$ cat src/rtl/fp8_add_scheduler.sv
// fp8_add_scheduler
// Shares one combinational E4M3 FP8 adder among NUM_REQ requesters. A round-robin
// arbiter accepts one operand pair while idle. The pair is registered onto the
// adder bus, and the sum is captured one cycle later. The sum is returned with
// the owner's ID on a valid/ready response port. If either operand has a zero
// magnitude, the adder is bypassed and the other operand is returned unchanged,
// because the adder always assumes an implicit leading one.
//
// Ports
//   clk, rst      clock; synchronous active-high reset
//   req_valid     per-requester operand valid
//   req_ready     per-requester accept (combinational, one-hot or zero)
//   req_a, req_b  operands, requester i at [8i+7:8i]
//   add_a, add_b  registered operands driven to the shared adder
//   add_y         combinational adder sum of add_a/add_b
//   rsp_valid     result valid, held until rsp_ready
//   rsp_ready     result consumer ready
//   rsp_id        requester owning rsp_y
//   rsp_y         E4M3 sum
//   busy          high whenever the scheduler is not idle
//   op_count      completed response handshakes, wrapping
module fp8_add_scheduler #(
  parameter int unsigned NUM_REQ = 4,
  parameter int unsigned ID_W    = 2,
  parameter int unsigned CNT_W   = 16
) (
  input  logic                   clk,
  input  logic                   rst,
  input  logic [NUM_REQ-1:0]     req_valid,
  output logic [NUM_REQ-1:0]     req_ready,
  input  logic [8*NUM_REQ-1:0]   req_a,
  input  logic [8*NUM_REQ-1:0]   req_b,
  output logic [7:0]             add_a,
  output logic [7:0]             add_b,
  input  logic [7:0]             add_y,
  output logic                   rsp_valid,
  input  logic                   rsp_ready,
  output logic [ID_W-1:0]        rsp_id,
  output logic [7:0]             rsp_y,
  output logic                   busy,
  output logic [CNT_W-1:0]       op_count
);

  localparam int unsigned DATA_W = 8;
  localparam int unsigned MAG_W  = 7;
  localparam int unsigned SUM_W  = ID_W + 1;

  localparam logic [1:0] IDLE = 2'd0;
  localparam logic [1:0] EXEC = 2'd1;
  localparam logic [1:0] RESP = 2'd2;

  logic [1:0]        state,     state_n;
  logic [ID_W-1:0]   rr_ptr,    rr_ptr_n;
  logic [DATA_W-1:0] add_a_n,   add_b_n;
  logic              byp_a,     byp_a_n;
  logic              byp_b,     byp_b_n;
  logic              rsp_valid_n;
  logic [ID_W-1:0]   rsp_id_n;
  logic [DATA_W-1:0] rsp_y_n;
  logic              busy_n;
  logic [CNT_W-1:0]  op_count_n;

  logic              grant_found;
  logic [ID_W-1:0]   grant;
  logic [SUM_W-1:0]  cand;
  logic              cand_valid;
  logic [DATA_W-1:0] grant_a, grant_b;
  logic [ID_W-1:0]   grant_next;

  // Round-robin search: first valid requester starting at rr_ptr, wrapping at NUM_REQ
  always_comb begin
    grant_found = 1'b0;
    grant       = '0;
    cand        = '0;
    cand_valid  = 1'b0;
    for (int k = 0; k < NUM_REQ; k++) begin
      cand = {1'b0, rr_ptr} + SUM_W'(k);
      if (cand >= SUM_W'(NUM_REQ)) begin
        cand = cand - SUM_W'(NUM_REQ);
      end
      cand_valid = 1'b0;
      for (int i = 0; i < NUM_REQ; i++) begin
        if (cand == SUM_W'(i)) begin
          cand_valid = req_valid[i];
        end
      end
      if (!grant_found && cand_valid) begin
        grant_found = 1'b1;
        grant       = cand[ID_W-1:0];
      end
    end
  end

  // Operand select for the granted requester
  always_comb begin
    grant_a = '0;
    grant_b = '0;
    for (int i = 0; i < NUM_REQ; i++) begin
      if (grant == ID_W'(i)) begin
        grant_a = req_a[DATA_W*i +: DATA_W];
        grant_b = req_b[DATA_W*i +: DATA_W];
      end
    end
  end

  // Pointer after the granted index; explicit wrap handles non power-of-two NUM_REQ
  always_comb begin
    if (grant == ID_W'(NUM_REQ - 1)) begin
      grant_next = '0;
    end else begin
      grant_next = grant + ID_W'(1);
    end
  end

  // Accept strobe is only offered while idle
  always_comb begin
    req_ready = '0;
    for (int i = 0; i < NUM_REQ; i++) begin
      req_ready[i] = (state == IDLE) && grant_found && (grant == ID_W'(i));
    end
  end

  // Next-state and registered-output logic
  always_comb begin
    state_n     = state;
    rr_ptr_n    = rr_ptr;
    add_a_n     = add_a;
    add_b_n     = add_b;
    byp_a_n     = byp_a;
    byp_b_n     = byp_b;
    rsp_valid_n = rsp_valid;
    rsp_id_n    = rsp_id;
    rsp_y_n     = rsp_y;
    op_count_n  = op_count;

    case (state)
      IDLE: begin
        if (grant_found) begin
          add_a_n  = grant_a;
          add_b_n  = grant_b;
          rsp_id_n = grant;
          rr_ptr_n = grant_next;
          byp_a_n  = (grant_a[MAG_W-1:0] == '0);
          byp_b_n  = (grant_b[MAG_W-1:0] == '0);
          state_n  = EXEC;
        end
      end
      EXEC: begin
        // A zero operand returns the other one verbatim, sign included; A wins ties
        if (byp_a) begin
          rsp_y_n = add_b;
        end else if (byp_b) begin
          rsp_y_n = add_a;
        end else begin
          rsp_y_n = add_y;
        end
        rsp_valid_n = 1'b1;
        state_n     = RESP;
      end
      RESP: begin
        if (rsp_ready) begin
          rsp_valid_n = 1'b0;
          op_count_n  = op_count + CNT_W'(1);
          state_n     = IDLE;
        end
      end
      default: begin
        state_n = IDLE;
      end
    endcase

    busy_n = (state_n != IDLE);
  end

  // State and output registers
  always_ff @(posedge clk) begin
    if (rst) begin
      state     <= IDLE;
      rr_ptr    <= '0;
      add_a     <= '0;
      add_b     <= '0;
      byp_a     <= 1'b0;
      byp_b     <= 1'b0;
      rsp_valid <= 1'b0;
      rsp_id    <= '0;
      rsp_y     <= '0;
      busy      <= 1'b0;
      op_count  <= '0;
    end else begin
      state     <= state_n;
      rr_ptr    <= rr_ptr_n;
      add_a     <= add_a_n;
      add_b     <= add_b_n;
      byp_a     <= byp_a_n;
      byp_b     <= byp_b_n;
      rsp_valid <= rsp_valid_n;
      rsp_id    <= rsp_id_n;
      rsp_y     <= rsp_y_n;
      busy      <= busy_n;
      op_count  <= op_count_n;
    end
  end

endmodule

$ cat config.mk
export PLATFORM = sky130hd
export DESIGN_NAME = fp8_add_scheduler
export DESIGN_NICKNAME = d
export VERILOG_FILES = /design/src/rtl/fp8_add_scheduler.sv
export SDC_FILE = /design/constraint.sdc
export NUM_CORES = 1
export LEC_CHECK = 0
export CAP_MARGIN = 20
export CORE_MARGIN = 2
export CORE_UTILIZATION = 43
export DETAILED_ROUTE_END_ITERATION = 10
export PLACE_DENSITY = 0.81
export SYNTH_ARGS = -nofsm -noshare
export SYNTH_HDL_FRONTEND = slang
export SYNTH_SLANG_ARGS = --single-unit
$ cat constraint.sdc
create_clock -name clk -period 3.7 [get_ports clk]
set_clock_uncertainty 0.1 [all_clocks]
set_input_delay 0.37 -clock clk [delete_from_list [all_inputs] [get_ports clk]]
set_output_delay 0.37 -clock clk [all_outputs]
set_load 0.005 [all_outputs]
## Yosys cells after proc, flatten, opt, wreduce, memory -nomap -nowiden

Cells that the tools add are included.
W data, S select, Z words.

- Register bits after elaboration: 50
- Input bits: 79
- Output and inout bits: 48
- Word-level logic and storage cells: 110

- $add $sub $neg: 9
- Magnitude comparators: 4
- Equal/unequal tests: 18
- Muxes and demuxes: 44
- Reductions and logical operators: 24

Operators with widths:

| kind | count |
|---|---|
| $mux W8 | 10 |
| $eq A3 B2 Y1 const B | 8 |
| $mux W1 | 21 |
| $add A16 B1 Y16 const B | 1 |
| $logic_not A7 Y1 | 2 |
| $mux W2 | 7 |
| $eq A3 B1 Y1 const B | 4 |
| $logic_not A3 Y1 | 4 |
| $mux W3 | 4 |
| $ge A3 B3 Y1 const B | 3 |
| $sub A3 B3 Y3 const B | 3 |
| $logic_and A1 B1 Y1 | 8 |
| $add A2 B2 Y3 const B | 2 |
| $eq A2 B2 Y1 const B | 3 |
| $pmux W2 S3 | 1 |
| $reduce_and A2 Y1 | 3 |
| $eq A2 B1 Y1 const B | 2 |
| $logic_not A2 Y1 | 2 |
| $reduce_bool A2 Y1 | 2 |
| $add A2 B1 Y3 const B | 1 |
| $ge A2 B3 Y1 const B | 1 |
| $logic_not A1 Y1 | 3 |
| $sub A2 B3 Y3 const B | 1 |
| $add A2 B1 Y2 const B | 1 |
| 2 further kinds | 2 |

## Depth between registers and ports, before layout

- Depth after elaboration: 23
- Gate-level depth with buffers: 14
- Mapped depth without buffers: 13

## Worst setup path after synthesis

Ideal clock, no wire load.

- Path type: reg2reg
- Start point: register rr_ptr[0]
- End point: register byp_b
- Setup time: 0.116 ns
- Arrival: 3.117 ns
- Data required time: 3.484 ns
- Setup slack: 0.367 ns
- Stages on the path, launching flop included: 15
- Buffers on the path: 2
- Clock period less this slack: 3.333 ns
- Path through: dfxtp_1 -> inv_1 -> ha_1 -> nand3b_1 -> a211oi_1 -> nor4b_1 -> a31oi_1 -> and2_1 -> ha_1 -> clkbuf_1 -> clkbuf_1 -> nand2_1 -> a31oi_1 -> nor2_1 -> a41o_1

- Longest elaborated chain between the ends: 23
- Elaborated cells between the ends (all ways): 71
- Classes of those cells: add/sub: 7; order compare: 4; eq/ne: 15; mux: 32; reduce/logical: 13

Ends and longest elaborated chain:

| item | RTL line | RTL |
|---|---|---|
| start: declaration | 53 | `logic [ID_W-1:0] rr_ptr, rr_ptr_n;` |
| start signal: assignment | 191 | `rr_ptr <= rr_ptr_n;` |
| branches (longest 23 deep; another with $add A2 B1 Y3) | - |  |
| end signal: assignment | 195 | `byp_b <= byp_b_n;` |
| end: declaration | 56 | `logic byp_b, byp_b_n;` |

Parallel ways; which one is timed is not known.
A chain may end at the register's enable or synchronous reset.

## Worst setup path in the final report

- Start point: register rr_ptr[1]
- End point: output port req_ready[0]

- Longest elaborated chain between the ends: 19
- Elaborated cells between the ends (all ways): 64
- Classes of those cells: add/sub: 7; order compare: 4; eq/ne: 12; mux: 28; reduce/logical: 13

Ends and longest elaborated chain:

| item | RTL line | RTL |
|---|---|---|
| branches (longest 18 deep; another with $add A2 B1 Y3) | - |  |
| $logic_and A1 B1 Y1 * | 119 | `req_ready[i] = (state == IDLE) && grant_found && (grant == ID_W'(i));` |
| end: declaration | 30 | `output logic [NUM_REQ-1:0] req_ready,` |

Every way passes the cells marked *.

==> results.yml <==
floorplanning:
  die_h_um: 87.1
  core_um2: 6760
  die_w_um: 87.1
  die_area_um2: 7590
  start_util_pct: 44.0
  top_level_ports: 127
  std_cell_rows: 30
sta:
  fmax_ghz: 0.280
  setup_viol: 0
  max_slew.worst_pin.slew_ns: 0.952
  setup_tns_ns: 0
  fin_crit_sh_pct: 96.5
  fin_hold_ws_ns: 0.363
  drv_slew: 0
  min_period_ns: 3.57
  max_slew_margin_pct: 36.5
  hold_violations: 0
  grt_setup_unrepaired: "yes"
status:
  outcome: "finished clean"
job:
  cap_viol_max_count: 0
power:
  ir_drop_mv: 0.523
  power.density_nw_per_um2: 839
  p_leak_uw: 0.00165
setup_path:
  arrival_ns: 3.10
  critPathTopFamily: "compound AO/OA/AOI/OAI gates"
  slowest_stage: "clkdlybuf4s50_1"
  reg2reg_from: "rr_ptr[1]"
  crit_top_cell: "ha_2"
  worstPathRequired_ns: 3.23
  reg2reg_slack_ns: 0.35
  crit_type: "register to primary output"
  critPathLaunchType: "register"
  cp_slowest_stage_delay_ns: 0.50
  crit_chain: "inv_1, ha_2, nand3b_1, a211o_2, a21oi_1, nand2b_4, o31a_1, ha_2, and2_1, clkdlybuf4s50_1"
  cp-startpoint: "rr_ptr[1]"
  cp_max_fo: 8
  critPathCaptureType: "primary output"
  path_buf_inv: 2
yosys:
  syn_area_per_cell_um2: 8.10
  synth_fp_nets: 458
  synth_compound_area_share_pct: 18.9
  yosys_warnings: 0
  yosys.area_share.simple_pct: 25.9
  ys_types: 45
  synthCells: 367
  netlist_area_um2: 2970
  synthArstFlopShare_pct: 0
  ys_seq_elements: 50
  synth_top_cell_area_share_pct: 33.7
  synth_edf_count: 0
  synth_mux_area_share_pct: 7.41
  synth_flop_cell: "dfxtp_1"
  synth_top_family_by_area: "simple AND/OR/NAND/NOR gates"
  ys_top_cells_by_area: "dfxtp_1 34%, mux2i_1 7.4%, nand2_1 5.7%"
  yosys.area_share.xor_xnor_pct: 3.54
  synthAdderAreaFrac_pct: 5.05
  synth.largest_area_cell: "dfxtp_1"
  synth_seq_area_share_pct: 33.7
global_route:
  overflow: 0
  grt_max_degree: 52
  antenna_found_initial: 0
  use_met1_pct: 30.7
  grt_pass1_wl_um: 14600
  grt_usage_pct: 24.2
  grt_busiest_layer: "met2"
  grt_pass1_vias: 3158
  grtUsageMet2_pct: 40.9
  grt_use_met3_pct: 5.02
placed_design:
  gp_congestion: 0.916
  io_buffers: 126
  hpwl_um: 6890
detailed_routing:
  vias: 3175
  drtPass1Iterations: 4
  drt_iter0_markers: 158
  postRouteAntennaNets: 0
  vias_per_cell: 5.56
  finalWirelength_um: 9240
  drcViolationCount: 0
  wl_per_cell_um: 16.2
clock_network:
  cts_max_level: 2
  hold_buffers: 0
  insertion_delay_ns: 0.30
  cts.path.max_buffers: 2
  clk_pin_slew_ns: 0.09
  cts_buffers: 5
  clock-sinks: 50
  cts_root_buf: "clkbuf_8"
  cts_tree: "built"
worst_hold_path:
  hold_class: "register to register"
  hold_start: "rsp_y[5]"
layout:
  syn_to_final_growth_pct: 52.4
  multi_input_area_um2: 1940
  diodes: 0
  drive_gt1_share_pct: 10.4
  nNetsFinal: 581
  seq_area_um2: 1000
  final_cell_mix: "125 x clkdlybuf4s50_1, 49 x dfxtp_1, 45 x nand2_1"
  fillCellCount: 547
  layout_commonest_cell: "clkdlybuf4s50_1"
-- cells by family after synthesis --
kind of cell | Yosys count
simple gates | 150
compound gates | 86
flops | 50
buf+inv | 35
mux | 22
xor+xnor | 12
fa+ha+maj | 12
-- registers in the layout (all words and copies together) (netlist names) --
| signal | count |
|---|---|
| add_a | 8 |
| add_b | 8 |
| busy | 1 |
| byp_a | 1 |
| byp_b | 1 |
| op_count | 16 |
| rr_ptr | 2 |
| rsp_id | 2 |
| rsp_valid | 1 |
| rsp_y | 8 |
| state | 2 |
-- timing repair --
item / in CTS / in global routing
setup buffers: 3 / 0
endpoints found under the setup margin: 4 / 14
pin swaps: 2 / 3
gates resized for setup: 9 / 19
-- worst min-delay path, stage by stage (launching register included) --
cell	delay (ns)
dfxtp_1	0.32
nand2_1	0.05
a21oi_1	0.05
-- metrics by stage --
step,setup slack (ns),cells,utilization (%),cell area (µm²),power [µW]
after floorplan,0.367,367,-,2970,2420
final,0.131,571,67.0,4530,3800
after CTS,0.0693,571,65.6,4430,3610
after global routing,-0.0575,571,67.0,4530,4090
after detailed placement,0.0368,560,63.4,4290,3210
after global placement,0.174,560,63.4,4290,3150
-- power by group --
| group | switching [µW] | total, µW | internal, µW | leakage, µW |
|---|---|---|---|---|
| logic | 1410 | 2720 | 1310 | 0.00120 |
| clock network | 185 | 318 | 134 | 0.0000452 |
| registers | 99.7 | 759 | 660 | 0.000409 |
-- worst paths after layout --
kind,end,depth (start not counted)
worst min register to register,rsp_y[5],2
worst max-delay path,req_ready[0],10
worst min-delay path,rsp_y[5],2
worst max register to register,byp_b,13
-- Yosys cell counts (2+ instances only) --
cell,number
o22ai_1,11
and2_1,4
a22oi_1,3
buf_6,3
nand4_1,5
and3_1,2
nand2b_1,3
nor2_1,38
dfxtp_1,50
xor2_1,5
a21oi_1,21
nor3_1,4
nor4_1,6
nor3b_1,8
inv_1,11
a211oi_1,12
ha_1,12
mux2i_1,22
nand3b_1,15
nand2_1,45
clkbuf_1,18
a41o_1,2
a31oi_1,12
or3_1,4
xnor2_1,7
o21ai_0,14
a221oi_1,3
nor2b_1,10
-- layer usage --
metal  wire length, µm  vias up  part of all wire [%]
met3               515       19                   5.6
met4               233        0                   2.5
met5                 0        -                     0
li1                  -     1550                     -
met1              3820     1495                    41
met2              4670      111                    51
-- layout make-up --
cell class / instances / share of cell area, %
clock buffers: 6 / 1.60
clock inverters: 2 / 0.304
inverters: 11 / 0.912
multi-input cells: 282 / 42.8
flip-flops and latches: 50 / 22.1
well taps: 80 / 2.21
repair buffers: 140 / 30.1
(Power assumes the default switching activity.)
